`src/rtl/key_loader.sv`:
```
// key_loader: gathers four 32-bit key words into a 128-bit cipher key. The
// committed key is held stable on 'key' while the AES-128 key expansion
// pipeline settles. keys_valid flags when every round key matches 'key'.
//
// Handshake: a key_word is transferred on a rising edge where key_word_valid
// and key_word_ready are both high. key_word_ready depends on rst and state
// only; it never looks at key_word_valid. Upstream holds key_word steady
// while ready is low. Words offered while ready is low are not taken.
module key_loader #(
  parameter int SETTLE_CYCLES = 9,
  parameter int ID_W          = 4
) (
  input  logic            clk,
  input  logic            rst,
  input  logic [0:31]     key_word,
  input  logic            key_word_valid,
  output logic            key_word_ready,
  input  logic            key_abort,
  output logic [0:127]    key,
  output logic            keys_valid,
  output logic [ID_W-1:0] key_id,
  output logic [1:0]      word_cnt,
  output logic [1:0]      fsm_state
);

  localparam int CNT_W = (SETTLE_CYCLES > 1) ? $clog2(SETTLE_CYCLES) : 1;

  typedef enum logic [1:0] {
    EMPTY  = 2'd0,
    SETTLE = 2'd1,
    VALID  = 2'd2
  } state_t;

  state_t           state;
  logic [0:95]      shadow;
  logic [CNT_W-1:0] settle_cnt;
  logic             accept;

  // Ready is low during SETTLE so 'key' cannot change under the pipeline.
  assign key_word_ready = !rst && (state != SETTLE);
  assign accept         = key_word_valid && key_word_ready;
  assign fsm_state      = state;

  // Settle countdown, word collection, commit and abort handling.
  always_ff @(posedge clk) begin
    if (rst) begin
      state      <= EMPTY;
      key        <= '0;
      keys_valid <= 1'b0;
      key_id     <= '0;
      word_cnt   <= 2'd0;
      shadow     <= '0;
      settle_cnt <= '0;
    end else begin
      // Countdown first; a commit later in this block overrides the state.
      // A commit cannot happen in SETTLE because ready is low there.
      if (state == SETTLE) begin
        if (settle_cnt == '0) begin
          state      <= VALID;
          keys_valid <= 1'b1;
        end else begin
          settle_cnt <= settle_cnt - CNT_W'(1);
        end
      end

      if (key_abort) begin
        // Abort beats any word taken on the same edge: that word is dropped.
        word_cnt <= 2'd0;
        shadow   <= '0;
      end else if (accept) begin
        if (word_cnt == 2'd3) begin
          key        <= {shadow, key_word};
          word_cnt   <= 2'd0;
          shadow     <= '0;
          key_id     <= key_id + ID_W'(1);
          keys_valid <= 1'b0;
          state      <= SETTLE;
          settle_cnt <= CNT_W'(SETTLE_CYCLES - 1);
        end else begin
          case (word_cnt)
            2'd0:    shadow[0:31]  <= key_word;
            2'd1:    shadow[32:63] <= key_word;
            default: shadow[64:95] <= key_word;
          endcase
          word_cnt <= word_cnt + 2'd1;
        end
      end
    end
  end

endmodule
```
`config.mk`:
```
export PLATFORM = sky130hd
export DESIGN_NAME = key_loader
export DESIGN_NICKNAME = d
export VERILOG_FILES = /design/src/rtl/key_loader.sv
export SDC_FILE = /design/constraint.sdc
export NUM_CORES = 1
export LEC_CHECK = 0
export CAP_MARGIN = 20
export CORE_MARGIN = 8
export CORE_UTILIZATION = 30
export DETAILED_ROUTE_END_ITERATION = 7
export DONT_BUFFER_PORTS = 1
export PLACE_DENSITY_LB_ADDON = 0.05
export SYNTH_ARGS = -nofsm -noshare
export SYNTH_HDL_FRONTEND = slang
export SYNTH_SLANG_ARGS = --single-unit
```
`constraint.sdc`:
```
create_clock -name clk -period 1.9 [get_ports clk]
set_clock_uncertainty 0.2 [all_clocks]
set_input_delay 0.285 -clock clk [delete_from_list [all_inputs] [get_ports clk]]
set_output_delay 0.285 -clock clk [all_outputs]
set_load 0.005 [all_outputs]
```
==> results.py, run 1 <==
metrics = {
    "run_status": {
        "status": "finished, violations left",
        "violations": "hold timing",
    },
    "floorplan": {
        "num_io_pins": 174,
        "fp.dieW_um": 185.0,
        "die_height_um": 185.0,
        "dieArea_sq_um": 34230,
        "coreArea_sq_um": 28390,
        "initial_core_util_pct": 30.19,
        "rows": 62,
    },
    "power_and_ir_drop": {
        "pwr-share-comb_pct": 3.4,
        "power_w": 0.01054,
        "internal_power_w": 0.008279,
        "peakVddDrop_mv": 0.6605,
        "switchingPower_w": 0.002259,
        "seqPwrFrac_pct": 47.5,
        "pwr-share-clk_pct": 49.2,
        "power.static_leakage_nw": 3.567,
        "p_per_area_nw_per_um2": 981.3,
        "sw_frac_of_total_pct": 21.43,
    },
    "timing": {
        "fin_ws_ps": 59.84,
        "whs_ps": -364.0,
        "slew_violations": 0,
        "setup_violations": 0,
        "min_period_ps": 1840,
        "slew_headroom_pct": 64.99,
        "tightest_slew_ps": 524.1,
        "max_freq_ghz": 0.5434,
        "min_period_over_period_pct": 96.85,
        "finalHoldViolCount": 138,
    },
    "global_route": {
        "grt_max_degree": 143,
        "antenna_found_initial": 3,
        "grt_pass1_wl_mm": 42.53,
        "grt_pass1_vias": 6853,
        "gr-total-overflow": 0,
        "grt_usage_pct": 15.77,
    },
    "clock_network": {
        "clkSinkCount": 237,
        "cts_buffer_depth": 3,
        "numCtsBuffers": 27,
        "clkLatencyLatePin_ps": 530,
        "cts_tree": "built",
        "clockRootBuffer": "clkbuf_16",
        "htree_levels": 1,
        "clkTransAtPathRegs_ps": 60,
        "hold_buffers": 38,
    },
    "placed_design": {
        "finalWeightedCongestion": 0.7728,
        "dp_hpwl_mm": 18.26,
        "place_ws_ps": -46.63,
        "portBuffers": 0,
    },
    "critical_path": {
        "path_max_fanout": 5,
        "cp-start-kind": "flip-flop",
        "critPathRequiredTime_ps": 2150,
        "cp.arrival_ps": 2090,
        "end_kind": "flip-flop",
        "criticalPathCategory": "flip-flop to flip-flop",
    },
    "synthesis": {
        "ys_top_cells_by_area": "dfxtp_1 55%, nand2_1 20%, a21oi_1 13%",
        "ys_async_sr_fraction_pct": 0,
        "synth-simple-area-share_pct": 24.26,
        "synth_edf_count": 0,
        "synth_fa_ha_area_share_pct": 0.7299,
        "synth_xor_area_share_pct": 0.3066,
        "synthMuxAreaShare_pct": 0.3504,
        "synth-main-ff-cell": "dfxtp_1",
        "synth_top_cell_by_area": "dfxtp_1",
        "netlist_instances": 1085,
        "synth_top_cell_area_share_pct": 55.36,
        "synth_top_family_by_area": "simple AND/OR/NAND/NOR gates",
        "syn_area_sq_um": 8571,
        "ys_warn_count": 0,
        "synth_compound_area_share_pct": 14.12,
        "avgSynthCellArea_sq_um": 7.899,
        "syn_nets": 1126,
        "ys_ff_latch": 237,
        "synth.distinct_cells": 36,
        "synth-seq-area-share_pct": 55.36,
    },
    "route": {
        "wl_per_cell_um": 18.52,
        "vias": 7163,
        "wl_mm": 28.50,
        "drc": 0,
        "drtPass1Iterations": 4,
        "ant_nets": 0,
        "drtIter0Drc": 375,
        "viasPerCell": 4.654,
    },
    "run": {
        "cap_violations": 0,
    },
    "cells_and_area": {
        "n_fill_cell": 3010,
        "num_antenna_cells": 0,
        "layout-drive-gt1-share_pct": 10.39,
        "layout.nets": 1179,
        "area_growth_pct": 25.30,
        "layout_common_cells": "451 x nand2_1, 235 x dfxtp_1, 228 x a21oi_1",
        "final_common_cell": "nand2_1",
    },
    "hold_path": {
        "hold_class": "primary input to flip-flop",
    },
}
[flip-flops by register name (all words and copies together), names as in the netlist]
| register | flops |
|---|---|
| word_cnt | 2 |
| settle_cnt | 4 |
| shadow | 96 |
| keys_valid | 1 |
| fsm_state | 2 |
| key | 128 |
| key_id | 4 |
[final cells by class]
class	instances	area, sq um	share of cell area, %
multi-input combinational	761	3468	32.30
clock inverter	4	73.82	0.6874
clock buffer	42	802.0	7.468
tap	384	480.5	4.474
inverter	6	22.52	0.2097
sequential	237	4747	44.20
timing repair buffer	105	1145	10.66
[Yosys cell counts (2+ instances only)]
cell type and number:
a21oi_1 229, and4_1 2, buf_2 34, buf_4 3, buf_6 5, clkbuf_1 38
dfxtp_1 237, ha_1 5, inv_1 5, mux2i_1 3, nand2_1 452, nor2_1 9
nor2b_1 34, nor3_1 5, xnor2_1 3
[repair_timing]
item | 4_1_cts | 5_1_grt
gates resized for setup | 2 | 17
endpoints found under the setup margin | 10 | 144
cloned | 0 | 3
hold endpoints to repair | 237 | 138
pin swaps | 1 | 1
setup buffers | 0 | 8
[worst paths after layout]
kind | slack, ps | endpoint | cells past startpoint | startpoint
setup / recovery | 60 | key_id[3] | 7 | word_cnt[0]
hold / removal | -360 | key[22] | 1 | rst
hold reg to reg | 250 | key[50] | 2 | shadow[50]
setup reg to reg | 60 | key_id[3] | 7 | word_cnt[0]
[kinds of logic (layout without fill, tap and decap cells)]
group / count (synthesis) / in the layout
compound gates: 236 / 236
flops: 237 / 237
simple gates: 514 / 514
buf+inv: 87 / 157
mux: 3 / 3
fa+ha+maj: 5 / 5
xor+xnor: 3 / 3
[critical path, cell delays in order (launching register included)]
cell and delay, ps:
dfxtp_2 340, ha_2 170, nor2b_4 140, buf_4 120, nand4_4 150, buf_4 180
or3_1 330, a21oi_1 130
[metrics by stage]
stage	TNS, ps	util (%)	cells	area [sq um]
2_1_floorplan	0	-	1085	8571
3_3_place_gp	-110.8	32.73	1444	9293
3_5_place_dp	-74.35	32.73	1444	9293
4_1_cts	0	37.18	1528	10560
5_1_grt	-315.6	37.82	1539	10740
6_report	0	37.82	1539	10740
[power groups by stage]
stage	Combinational (W)	Clock, W	Sequential (W)
6_report	0.000356	0.00518	0.00500
5_1_grt	0.000386	0.00556	0.00500
4_1_cts	0.000351	0.00536	0.00500
3_5_place_dp	0.000267	0	0.00511
3_3_place_gp	0.000266	0	0.00511
2_1_floorplan	0.000183	0	0.00511
[routing by layer]
layer	up-vias	track usage (%)	share of wire, %
li1	3606	-	-
met1	3340	22.46	47
met2	176	23.02	42
met3	35	4.668	8.8
met4	6	3.617	1.7
met5	-	0	0.098
Power figures use the tool's default switching activity.
==> run 2, diff against run 1 <==
Settings changed: GPL_ROUTABILITY_DRIVEN set to 0.
==> results of run 2 <==
Final layout, timing and power as in run 1 (identical DEF).
